$ cat config.mk
export PLATFORM = sky130hd
export DESIGN_NAME = dec_to_fp
export DESIGN_NICKNAME = d
export VERILOG_FILES = /design/src/rtl/dec_to_fp.sv
export SDC_FILE = /design/constraint.sdc
export NUM_CORES = 1
export LEC_CHECK = 0
export ABC_AREA = 1
export CORE_AREA = 2 2 76 151
export CTS_CLUSTER_DIAMETER = 30
export DETAILED_ROUTE_END_ITERATION = 16
export DIE_AREA = 0 0 78 153
export PLACE_DENSITY = 0.86
export REMOVE_ABC_BUFFERS = 1
export SLEW_MARGIN = 20
export SYNTH_ARGS = -nofsm -noshare
export SYNTH_HDL_FRONTEND = slang
export SYNTH_SLANG_ARGS = --single-unit
$ cat constraint.sdc
create_clock -name CLK -period 4.5 [get_ports CLK]
set_input_delay 1.35 -clock CLK [delete_from_list [all_inputs] [get_ports CLK]]
set_output_delay 1.35 -clock CLK [all_outputs]
set_load 0.05 [all_outputs]
$ cat src/rtl/dec_to_fp.sv
// dec_to_fp: iterative decimal fixed-point (integer + millionths) to IEEE-754
// single-precision converter. Generates binary fraction bits by repeated
// doubling of the decimal remainder, normalizes one bit per cycle, then
// rounds to nearest-even. One conversion in flight; start/done handshake.
module dec_to_fp #(
    parameter int FRAC_SCALE = 1000000,
    parameter int GEN_BITS   = 48
) (
    input  logic        CLK,
    input  logic        RST,
    input  logic        start,
    input  logic [4:0]  nguyen,
    input  logic [19:0] le,
    output logic        busy,
    output logic        done,
    output logic [31:0] out,
    output logic        err
);

    localparam int          MW     = GEN_BITS + 5;
    localparam logic [20:0] SCALE  = 21'(FRAC_SCALE);
    localparam logic [19:0] LE_MAX = 20'(FRAC_SCALE - 1);
    localparam logic [5:0]  LAST   = 6'(GEN_BITS - 1);

    typedef enum logic [2:0] {IDLE, GEN, NORM, ROUND, DONE} state_t;

    state_t          state, nxt;
    logic [MW-1:0]   m;       // {integer[4:0], binary fraction}
    logic [19:0]     rem;     // decimal remainder, always < FRAC_SCALE
    logic [5:0]      cnt;
    logic [4:0]      k;       // normalization shift count
    logic            sticky;  // remainder nonzero after last generated bit

    logic            bad_in, zero_in;
    logic [20:0]     rem2;
    logic            gbit;
    logic [19:0]     rem_nx;
    logic [22:0]     man;
    logic            g, s, rup;
    logic [23:0]     man_r;
    logic [7:0]      exp_r;
    logic [22:0]     man_f;

    assign bad_in  = (le > LE_MAX);
    assign zero_in = (nguyen == 5'd0) && (le == 20'd0);

    // One restoring step of decimal-to-binary fraction conversion
    always_comb begin
        rem2   = {rem, 1'b0};
        gbit   = (rem2 >= SCALE);
        rem_nx = gbit ? 20'(rem2 - SCALE) : rem2[19:0];
    end

    // Round-to-nearest-even on the normalized mantissa; carry-out bumps exponent
    always_comb begin
        man   = m[MW-2 -: 23];
        g     = m[MW-25];
        s     = (|m[MW-26:0]) | sticky;
        rup   = g & (s | man[0]);
        man_r = {1'b0, man} + {23'd0, rup};
        exp_r = 8'd131 - {3'd0, k} + {7'd0, man_r[23]};
        man_f = man_r[23] ? 23'd0 : man_r[22:0];
    end

    // State register
    always_ff @(posedge CLK or negedge RST) begin
        if (!RST) state <= IDLE;
        else      state <= nxt;
    end

    // Next-state logic
    always_comb begin
        nxt = state;
        case (state)
            IDLE:    if (start) nxt = (bad_in || zero_in) ? DONE : GEN;
            GEN:     if (cnt == LAST) nxt = NORM;
            NORM:    if (m[MW-1]) nxt = ROUND;
            ROUND:   nxt = DONE;
            DONE:    nxt = IDLE;
            default: nxt = IDLE;
        endcase
    end

    // Handshake outputs decoded from state
    always_comb begin
        busy = (state == GEN) || (state == NORM) || (state == ROUND);
        done = (state == DONE);
    end

    // Datapath: latch inputs, generate bits, normalize, round
    always_ff @(posedge CLK or negedge RST) begin
        if (!RST) begin
            m      <= '0;
            rem    <= '0;
            cnt    <= '0;
            k      <= '0;
            sticky <= 1'b0;
            out    <= '0;
            err    <= 1'b0;
        end else begin
            case (state)
                IDLE: if (start) begin
                    if (bad_in) begin
                        err <= 1'b1;
                    end else begin
                        err <= 1'b0;
                        if (zero_in) out <= '0;
                        m      <= {nguyen, {GEN_BITS{1'b0}}};
                        rem    <= le;
                        cnt    <= '0;
                        k      <= '0;
                        sticky <= 1'b0;
                    end
                end
                GEN: begin
                    // Shifting bits in at the LSB places the first one at the
                    // fraction MSB after GEN_BITS steps.
                    m[GEN_BITS-1:0] <= {m[GEN_BITS-2:0], gbit};
                    rem             <= rem_nx;
                    cnt             <= cnt + 6'd1;
                    if (cnt == LAST) sticky <= (rem_nx != 20'd0);
                end
                NORM: if (!m[MW-1]) begin
                    m <= m << 1;
                    k <= k + 5'd1;
                end
                ROUND: out <= {1'b0, exp_r, man_f};
                default: ;
            endcase
        end
    end

endmodule

After elaboration in Yosys (flattened, before gate mapping):

Cells that the tools add are included.

* add/sub/neg operators: 6
* $lt $le $gt $ge: 2
* eq/ne operators: 11
* muxes and demuxes: 31
* bitwise gates (word level): 3
* reductions and logical operators: 21

Operators by type and width (count)
* 53-bit two-way mux: 3
* 48-bit case mux with 3 select lines: 1
* 32-bit two-way mux: 3
* 32-bit case mux with 2 select lines: 1
* 20-bit two-way mux: 3
* 20-bit case mux with 2 select lines: 1
* 28-bit OR reduction: 1
* 23-bit by 1-bit adder with 24-bit output: 1
* 23-bit two-way mux: 1
* 21-bit by 20-bit >= comparator with 1-bit output (second input constant): 1
* 20-bit greater-than comparator (second input constant): 1
* 20-bit zero test: 1
* 5-bit case mux with 2 select lines: 2
* 20-bit nonzero test: 1
* 20-bit subtractor (second input constant): 1
* 4-bit AND reduction: 4
* 5-bit two-way mux: 3
* 3-bit two-way mux: 4
* 6-bit two-way mux: 2
* 2-bit != test (second input constant): 6
* 3-bit case mux with 4 select lines: 1
* 6-bit case mux with 2 select lines: 1
* 3-bit AND reduction: 3
* 8-bit by 1-bit adder with 8-bit output: 1
* other kinds (18): 27

* bits in registers: 121
* bits of input ports: 28
* logic and storage cells: 84

Longest topological paths before layout:

Gate-level depths: netlist of the first run.

* depth in word-level cells: 7
* depth in mapped cells: 16

Least setup slack after synthesis of the first run:

OpenSTA, ideal clock, no wires.

* path kind: input -> register
* start point: in le[6]
* end point: reg m[40]
* arrival: 2495 ps
* required time: 4383 ps
* setup slack: 1888 ps
* cell stages on the path: 14
* cells stage by stage: inv_1 nand2_1 o21ai_0 nand2_1 nand3_1 nand2_1 nor2_1 inv_2 nor2_4 nor2_4 buf_4 buf_4 nand2_1 nand2_1

* word-level cells in the longest chain between the ends: 3

RTL lines
* start, declared: line 13 `input logic [19:0] le,`
* 20-bit greater-than comparator: line 44 `assign bad_in = (le > LE_MAX);`
* 2-bit != test (no line)
* 4-bit AND reduction (no line)
* end signal, assigned: line 108 `m <= {nguyen, {GEN_BITS{1'b0}}};`
* end signal, assigned by index: line 118 `m[GEN_BITS-1:0] <= {m[GEN_BITS-2:0], gbit};`
* end signal, assigned: line 124 `m <= m << 1;`
* end, declared: line 28 `logic [MW-1:0] m;`

Every way passes these cells.
A chain may end at the register's enable or synchronous reset.

Worst setup path in the final report of the first run:

* start point: reg state[1]
* end point: out done

* word-level cells in the longest chain between the ends: 1

RTL lines
* start, declared: line 27 `state_t state, nxt;`
* start signal, assigned: line 68 `else state <= nxt;`
* 3-bit equality test: line 87 `done = (state == DONE);`
* end, declared: line 15 `output logic done,`

Every way passes these cells.

==> reports/metrics.csv, run 1 <==
metric,value,unit
dpl_worst_slack,0.9075,ns
grt.overflow.total,0,
synth.avg_cell_area,7.559,um^2
h-tree-depth,4,
drtPass1Iterations,5,
holdCritPathClass,register to register,
rows,54,
grt_pass1_vias,6145,
routedWlPerCell,15.93,um
synth_edf_count,0,
io_pins,63,
status,"complete, no violations",
grt_first_pass_wirelength,28840,um
die_area,11930,um^2
multi_input_area,3068,um^2
slew_viol_final,0,
vias,6003,
rsz0062_at_grt,no,
fin_cells,1073,
dp_cells,1041,
synth_flop_cell,dfrtp_1,
grt_use_total,30.83,%
syn_inst,863,
post-dp-hpwl,11850,um
seq_area,3003,um^2
finalClockSkew,0.008364,ns
cts_num_sinks,120,
ff2ff_setup_slack,1.66,ns
diodes,0,
tightest_slew,0.9089,ns
hold_buffers,0,
cts_tree,yes,
synth_warnings,0,
cp-end-kind,output pin,
period_needed,3.312,ns
synth_cell_types,43,
coreArea,10810,um^2
layout-drive-gt1-share,10.18,%
fmax,0.3019,GHz
antenna_left,0,
cts-root-buf,clkbuf_16,
grt_antenna_before_repair,0,
postPlaceCellArea,7211,um^2
worst-endpoint-arrival,1.96,ns
area.growth.synth_to_final,20.33,%
drt_iter0_drc,378,
num-fill-cells,802,
start_util,60.35,%
drc,0,
r2r-start,m[28],
die_x,78,um
cp_max_fo,3,
fin_crit_sh,73.60,%
cts_made_buffers,17,
grt_max_degree,72,
max-vdd-ir-drop,0.4181,mV
p_leak,3.901,nW
synth_area,6524,um^2
dieHeight,153,um
synth_seq_cells,120,
port_buffers,61,
ys_seq_area_share,46.03,%
postCtsSetupBuffers,0,
required,3.15,ns
maxCapViolCount,0,
startpoint,state[1],
drt-total-wl,17090,um
final_cell_area,7850,um^2
cts_buffer_depth,2,
clk_pin_slew_worst_paths,0.06,ns
setup_violations,0,
hold_viol_final,0,
power_density,742.0,nW/um^2
setup_tns,0,ns
critical_path_class,register to output pin,
fin_nets,954,
cts_resized,0,
viasPerCell,5.595,
clock_latency,0.42,ns
gp_congestion,0.8885,
layout_setup_ws,1.188,ns
crit_path_start_kind,register,
slew_headroom,39.40,%
async_flop_share,100.0,%
min_from,out[26],
kinds of logic (layout without fill, tap and decap cells):
| kind of cell | count (synthesis) | count (layout) | share of synthesized area, % |
|---|---|---|---|
| compound gates | 94 | 94 | 8.113 |
| xor+xnor | 20 | 20 | 2.685 |
| fa+ha+maj | 6 | 6 | 1.151 |
| buf+inv | 107 | 177 | 7.115 |
| flops | 120 | 120 | 46.03 |
| other cells | 1 | 1 | 0.05748 |
| simple gates | 515 | 515 | 34.85 |
layout by cell type (no fill, tap or decap), types with 10 or more instances in the layout:
cell / count
a21oi_1: 14
buf_4: 12
clkbuf_16: 17
clkdlybuf4s50_1: 60
dfrtp_1: 120
inv_1: 62
inv_2: 11
nand2_1: 332
nand2_2: 10
nand3_1: 54
nand4_1: 11
nor2_1: 53
nor2_4: 10
nor3_1: 10
nor4_1: 12
o21ai_0: 48
o22ai_1: 11
xor2_1: 15
stage by stage:
step | total power, mW | utilization [%] | hold slack (ns)
3_3_place_gp | 4.272 | 66.70 | 0.4553
4_1_cts | 5.819 | 72.62 | 0.4774
2_1_floorplan | 3.463 | - | 0.4494
5_1_grt | 6.187 | 72.62 | 0.5050
3_5_place_dp | 4.325 | 66.70 | 0.4622
6_report | 5.825 | 72.62 | 0.4739
worst paths after layout:
| check | endpoint | depth (start not counted) |
|---|---|---|
| max | done | 4 |
| min | out[26] | 2 |
| max reg2reg | out[27] | 14 |
| min reg2reg | out[26] | 2 |
| max in group asynchronous | rem[15] | 2 |
| min in group asynchronous | m[26] | 1 |
state kept, by name (all words and copies together), names as in the netlist:
name	cells
sticky	1
k	5
err	1
rem	20
cnt	6
m	53
out	31
state	3
report_power, final:
| group | total (mW) | internal [mW] | switching [mW] |
|---|---|---|---|
| Combinational | 2.62 | 0.811 | 1.81 |
| Sequential | 1.74 | 1.41 | 0.323 |
| Clock | 1.47 | 0.970 | 0.497 |
per-layer routing:
| layer | vias to the layer above | wire length (um) | GRT usage [%] |
|---|---|---|---|
| li1 | 2877 | - | - |
| met1 | 2841 | 6242 | 33.41 |
| met2 | 216 | 9318 | 54.84 |
| met3 | 69 | 670 | 5.785 |
| met4 | 0 | 857 | 17.88 |
| met5 | - | 0 | 0 |
critical path, stage by stage, from the launching register on:
cell and delay, ns:
dfrtp_1 0.44, nor2_2 0.16, inv_2 0.06, nor2_1 0.08
clkdlybuf4s50_1 0.81
area by class of cell:
type	instances	share of cell area [%]
clock buffers	21	5.993
flip-flops and latches	120	38.25
well taps	140	2.231
repair buffers	72	8.798
multi-input cells	636	39.08
inverters	73	3.491
clock inverters	11	2.152
cells in the mapped netlist, types with 2 or more instances:
master    count  area, um^2
a21oi_1      14       70.07
a31oi_1       2       12.51
buf_2        13       65.06
buf_4         5       37.54
clkbuf_1     13       48.80
dfrtp_1     120        3003
ha_1          6       75.07
inv_1        62       232.7
inv_2        11       41.29
nand2_1     332        1246
nand2_2      10       62.56
nand2_4       2       22.52
nand3_1      54       270.3
nand3_2       2       20.02
nand4_1      11       68.82
nor2_1       53       198.9
nor2_2        7       43.79
nor2_4       10       112.6
nor3_1       11       55.05
nor4_1       12       75.07
o211ai_1      9       67.56
o21ai_0      48       240.2
o21ai_1       3       15.01
o21ai_2       2       17.52
o22ai_1      11       68.82
o31ai_1       2       15.01
or2_2         4       25.02
xnor2_1       5       43.79
xor2_1       15       131.4
No activity file was read; power rests on OpenSTA's default activity.
==> inputs of run 2 (changes only) <==
- CORE_AREA: 2 2 76 151 -> 2 2 78 155
- DIE_AREA: 0 0 78 153 -> 0 0 80 157
- PLACE_DENSITY: 0.86 -> 0.82
- clock period: 4.5 -> 3.45 ns (I/O delays scaled with it)
==> run 2 against run 1 <==
  * Power increased by 29%
  * Critical path type unchanged
  * Combinational power increased by 31%
  * Clock-buffer cell count increased by 2
  * Global-route usage decreased by 2.1 points
  * Via count decreased by 1.1%
  * Highest routed layer unchanged
  * Hold slack got worse by 0.0074 ns
  * Largest power group unchanged
  * Wire length decreased by 0.44%
==> reports/metrics.csv, run 2 (synthesis gave the netlist of run 1 again) <==
metric,value,unit,change
period_needed,2.996,ns,
grt_antenna_before_repair,0,,unchanged
cts_num_sinks,120,,unchanged
finalClockSkew,0.007706,ns,was 0.008364 ns
cp-end-kind,output pin,,unchanged
critical_path_class,register to output pin,,unchanged
holdPathStages,2,,unchanged
cp_slowest_cell,clkdlybuf4s50_1,,unchanged
min_to,out[26],,unchanged
ff2ff_setup_slack,0.65,ns,was 1.66 ns
intPower,4.106,mW,was 3.196 mW
io_pins,63,,unchanged
routedWlPerCell,15.87,um,was 15.93 um
cts_resized,0,,unchanged
vias,5937,,was 6003
grt_use_total,28.71,%,was 30.83%
power_frac_comb,45.8,%,was 45.0%
cts_buffer_depth,2,,unchanged
maxCapViolCount,0,,unchanged
grt_first_pass_wirelength,27900,um,was 28840 um
clock_latency,0.42,ns,about the same
power_switching,3.410,mW,was 2.629 mW
grt.overflow.total,0,,unchanged
path_buf_inv,2,,unchanged
fmax,0.3338,GHz,
diodes,0,,unchanged
tightest_slew,1.014,ns,was 0.9089 ns
start_util,57.80,%,was 60.35%
hold_viol_final,0,,unchanged
postCtsSetupBuffers,0,,unchanged
holdCritPathClass,register to register,,unchanged
viasPerCell,5.538,,was 5.595
gp_congestion,0.9603,,was 0.8885
r2r-end,out[27],,unchanged
final_common_cell,nand2_1,,unchanged
reg_top3,"m: 53 flops, out: 31 flops, rem: 20 flops",,unchanged
slew_viol_final,0,,unchanged
rsz0062_at_grt,no,,unchanged
r2r-start,m[29],,was m[28]
largest_register_ffs,53,,unchanged
die_x,80,um,was 78 um
worst-endpoint-arrival,1.96,ns,about the same
port_buffers,61,,unchanged
slowest_delay,0.82,ns,was 0.81 ns
grt_max_degree,51,,was 72
p_leak,3.901,nW,about the same
dieHeight,157,um,was 153 um
die_area,12560,um^2,was 11930 um^2
area.growth.synth_to_final,20.02,%,was 20.33%
coreArea,11290,um^2,was 10810 um^2
setup_tns,0,ns,unchanged
dp_cells,1041,,unchanged
p_seq_share,29.9,%,was 29.8%
slew_headroom,32.23,%,was 39.40%
grt_pass1_vias,5997,,was 6145
setup_violations,0,,unchanged
power_density,959.9,nW/um^2,was 742.0 nW/um^2
switching_share,45.37,%,was 45.13%
rows,55,,was 54
antenna_left,0,,unchanged
clk_pin_slew_worst_paths,0.05,ns,was 0.06 ns
layout-drive-gt1-share,9.785,%,was 10.18%
cp_max_fo,3,,unchanged
h-tree-depth,4,,unchanged
cts_made_buffers,17,,unchanged
fin_crit_sh,86.84,%,
p_total,7.516,mW,was 5.825 mW
drt_iter0_drc,422,,was 378
max-vdd-ir-drop,0.6272,mV,was 0.4181 mV
hold_buffers,0,,unchanged
drc,0,,unchanged
drtPass1Iterations,5,,unchanged
path_delay_family,buffers and inverters,,unchanged
crit_path_start_kind,register,,unchanged
crit_chain,nor2_2 > inv_2 > nor2_1 > clkdlybuf4s50_1,,unchanged
fin_cells,1072,,was 1073
min_from,out[26],,unchanged
required,2.41,ns,was 3.15 ns
clockPowerShare,24.3,%,was 25.2%
final_cell_mix,"nand2_1 (332), dfrtp_1 (120), inv_1 (62), clkdlybuf4s50_1 (60), nand3_1 (54)",,unchanged
cts_tree,yes,,unchanged
top_register,m,,unchanged
reg2reg_depth,14,,unchanged
drt-total-wl,17010,um,was 17090 um
status,"complete, no violations",,unchanged
post-dp-hpwl,11870,um,was 11850 um
cts-root-buf,clkbuf_16,,unchanged
fin_nets,952,,was 954
-- run 2: cell types whose count changed in the layout (fill, tap and decap cells not counted), sizes merged --
cell / previous run / this run
buf: 12 / 10
clkinv: 2 / 5
bufinv: 4 / 3
clkinvlp: 4 / 0
clkbuf: 21 / 23
inv: 74 / 73
-- run 2: worst max path at each step --
| stage | from | endpoint | slack [ns] | cells after the start |
|---|---|---|---|---|
| floorplan | state[2] | cnt[5] | 0.18 | 8 |
| global placement | le[7] | m[8] | 0.16 | 13 |
| detailed placement | le[7] | m[20] | 0.11 | 13 |
| CTS | state[1] | done | 0.43 | 4 |
| global route | le[15] | m[0] | 0.26 | 13 |
| finish | state[1] | done | 0.45 | 4 |
-- run 2: worst reg2reg max path, delay by kind of cell (launching register included) --
family,cells,cell delay (ns)
and+or+nand+nor,12,1.89
DFF,1,0.39
adders and majority gates,2,0.41
-- run 2: power groups by stage --
stage / Sequential (mW) / Clock [mW] / Combinational [mW]
after global routing: 2.29 / 1.90 / 3.79
after global placement: 2.24 / 0 / 3.36
after floorplan: 2.64 / 0 / 1.88
after detailed placement: 2.26 / 0 / 3.41
after CTS: 2.24 / 1.83 / 3.44
final: 2.25 / 1.83 / 3.44
-- run 2: layout make-up --
class | count | area, um^2
timing repair buffer | 70 | 700.7
tap | 142 | 177.7
inverter | 73 | 274.0
sequential | 120 | 3003
clock inverter | 8 | 118.9
clock buffer | 23 | 488.0
multi-input combinational | 636 | 3068
fill | 885 | 3456
-- run 2: stage by stage --
step / setup WS (ns) / util, % / area (um^2) / hold slack [ns]
finish: 0.4539 / 69.38 / 7830 / 0.4665
detailed placement: 0.1065 / 64.00 / 7223 / 0.4572
CTS: 0.4323 / 69.38 / 7830 / 0.4699
global route: 0.2647 / 69.38 / 7830 / 0.4853
global placement: 0.1611 / 64.00 / 7223 / 0.4552
floorplan: 0.1774 / - / 6334 / 0.4494
-- run 2: per-layer routing --
layer  part of all wire (%)  global-route usage [%]  vias to the layer above  routed length (um)
met3                    4.4                   4.931                       59                 748
met5                      0                       0                        -                   0
met2                     55                   51.39                      201                9339
met4                    4.3                   15.74                        0                 728
met1                     36                   31.39                     2806                6196
li1                       -                       -                     2871                   -
==> inputs of run 3 (changes only) <==
- CORE_AREA: 2 2 78 155 -> 2 2 77 153
- CTS_BUF_LIST: default -> sky130_fd_sc_hd__clkbuf_4 sky130_fd_sc_hd__clkbuf_8
- DIE_AREA: 0 0 80 157 -> 0 0 79 155
- PLACE_DENSITY: 0.82 -> 0.84
- SLEW_MARGIN: 20 -> 10
==> run 3 against run 2 <==
  * Cell count is essentially flat
  * First-iteration DRC count rose by 18%
  * Setup slack worse by 0.093 ns
  * Clock skew increased by 0.0020 ns
  * Critical path depth is the same
  * Critical endpoint unchanged
  * Highest routed layer unchanged
==> reports/metrics.csv, run 3 (synthesis gave the netlist of run 1 again) <==
metric,value,unit,change
status,"complete, no violations",,unchanged
fin_util,68.56,%,was 69.38%
largest_register_ffs,53,,unchanged
worst_hold_slack,0.4724,ns,was 0.4665 ns
critical_path_class,register to output pin,,unchanged
p_leak,3.807,nW,was 3.901 nW
period_needed,3.089,ns,was 2.996 ns
worst-endpoint-arrival,2.05,ns,was 1.96 ns
area.growth.synth_to_final,17.17,%,was 20.02%
holdCritPathClass,register to register,,unchanged
power_density,910.9,nW/um^2,was 959.9 nW/um^2
setup_tns,0,ns,unchanged
start_util,58.52,%,was 57.80%
drt-total-wl,14950,um,was 17010 um
coreArea,11150,um^2,was 11290 um^2
fin_crit_sh,89.54,%,was 86.84%
cts_buffer_depth,2,,unchanged
drtPass1Iterations,7,,was 5
diodes,0,,unchanged
cp_max_fo,3,,unchanged
grt_use_total,26.28,%,was 28.71%
grt_first_pass_wirelength,25850,um,was 27900 um
max-vdd-ir-drop,0.7117,mV,was 0.6272 mV
fin_nets,951,,was 952
finalClockSkew,0.009742,ns,was 0.007706 ns
num-fill-cells,948,,was 885
grt_antenna_before_repair,0,,unchanged
grt_max_degree,90,,was 51
routedWlPerCell,13.95,um,was 15.87 um
antenna_left,0,,unchanged
tightest_slew,0.9931,ns,was 1.014 ns
die_area,12250,um^2,was 12560 um^2
rows,55,,unchanged
vias,5889,,was 5937
cts_tree,yes,,unchanged
drc,0,,unchanged
slew_headroom,33.63,%,was 32.23%
post-dp-hpwl,10430,um,was 11870 um
drt_iter0_drc,500,,was 422
grt_pass1_vias,5761,,was 5997
h-tree-depth,4,,unchanged
hold_buffers,0,,unchanged
reg_top3,"m: 53 flops, out: 31 flops, rem: 20 flops",,unchanged
rsz0062_at_grt,no,,unchanged
cts_made_buffers,17,,unchanged
postCtsSetupBuffers,0,,unchanged
setup_violations,0,,unchanged
cts_num_sinks,120,,unchanged
maxCapViolCount,0,,unchanged
final_cell_mix,"nand2_1 (332), dfrtp_1 (120), inv_1 (62), clkdlybuf4s50_1 (60), nand3_1 (54)",,unchanged
port_buffers,61,,unchanged
hold_viol_final,0,,unchanged
cts-root-buf,clkbuf_8,,was clkbuf_16
slew_viol_final,0,,unchanged
dieHeight,155,um,was 157 um
top_register,m,,unchanged
final_common_cell,nand2_1,,unchanged
layout-drive-gt1-share,9.903,%,was 9.785%
cts_resized,0,,unchanged
gp_congestion,0.9074,,was 0.9603
cp-end-kind,output pin,,unchanged
clk_pin_slew_worst_paths,0.07,ns,was 0.05 ns
viasPerCell,5.499,,was 5.538
fmax,0.3237,GHz,was 0.3338 GHz
required,2.41,ns,about the same
grt.overflow.total,0,,unchanged
crit_path_start_kind,register,,unchanged
io_pins,63,,unchanged
clock_latency,0.44,ns,was 0.42 ns
die_x,79,um,was 80 um
## run 3: cell count changes in the layout (fill, tap and decap cells not counted), sizes merged
cell / change
inv: +1
clkinvlp: +2
clkbuf: -3
bufinv: +1
buf: -1
clkinv: -1
## run 3: area by class of cell
class                           count  area, um^2  share of cell area [%]
Clock inverter                     11       171.4                   2.243
Multi-Input combinational cell    636        3068                   40.14
Sequential cell                   120        3003                   39.29
Timing Repair Buffer               69       680.7                   8.905
Inverter                           73       274.0                   3.585
Clock buffer                       20       269.0                   3.519
Tap cell                          142       177.7                   2.324
## run 3: report_power, final
group / switching [mW] / leakage [nW] / internal, mW / total, mW
sequential: 0.383 / 1.59 / 1.84 / 2.22
combinational: 2.30 / 1.99 / 1.04 / 3.34
clock: 0.568 / 0.219 / 0.831 / 1.40
## run 3: final timing paths
path	start	endpoint	slack, ns	depth (start not counted)
min reg2reg	out[25]	out[25]	0.47	2
max reg2reg	m[29]	out[27]	0.78	14
min in group asynchronous	RST	out[29]	0.53	1
max in group asynchronous	RST	m[42]	2.09	2
min	out[25]	out[25]	0.47	2
max	state[1]	done	0.36	4
## run 3: worst max-delay path, cell delays in order, from the launching register on
cell and delay, ns:
dfrtp_1 0.43, nor2_2 0.16, inv_2 0.06, nor2_1 0.14
clkdlybuf4s50_1 0.83
## run 3: per-layer routing
metal	vias to the layer above	wire, um	global-route usage (%)
met1	2769	6127	33.19
met2	209	7600	43.70
li1	2872	-	-
met5	-	0	0
met3	39	817	4.988
met4	0	400	11.33
## run 3: metrics by stage
| stage | instances | setup WS, ns | total power, mW | area [um^2] |
|---|---|---|---|---|
| after floorplan | 829 | 0.1774 | 4.517 | 6334 |
| after global placement | 1040 | 0.2576 | 5.425 | 7203 |
| after detailed placement | 1040 | 0.1593 | 5.540 | 7203 |
| after CTS | 1071 | 0.3533 | 6.957 | 7644 |
| after global routing | 1071 | 0.2992 | 7.443 | 7644 |
| final | 1071 | 0.3608 | 6.963 | 7644 |
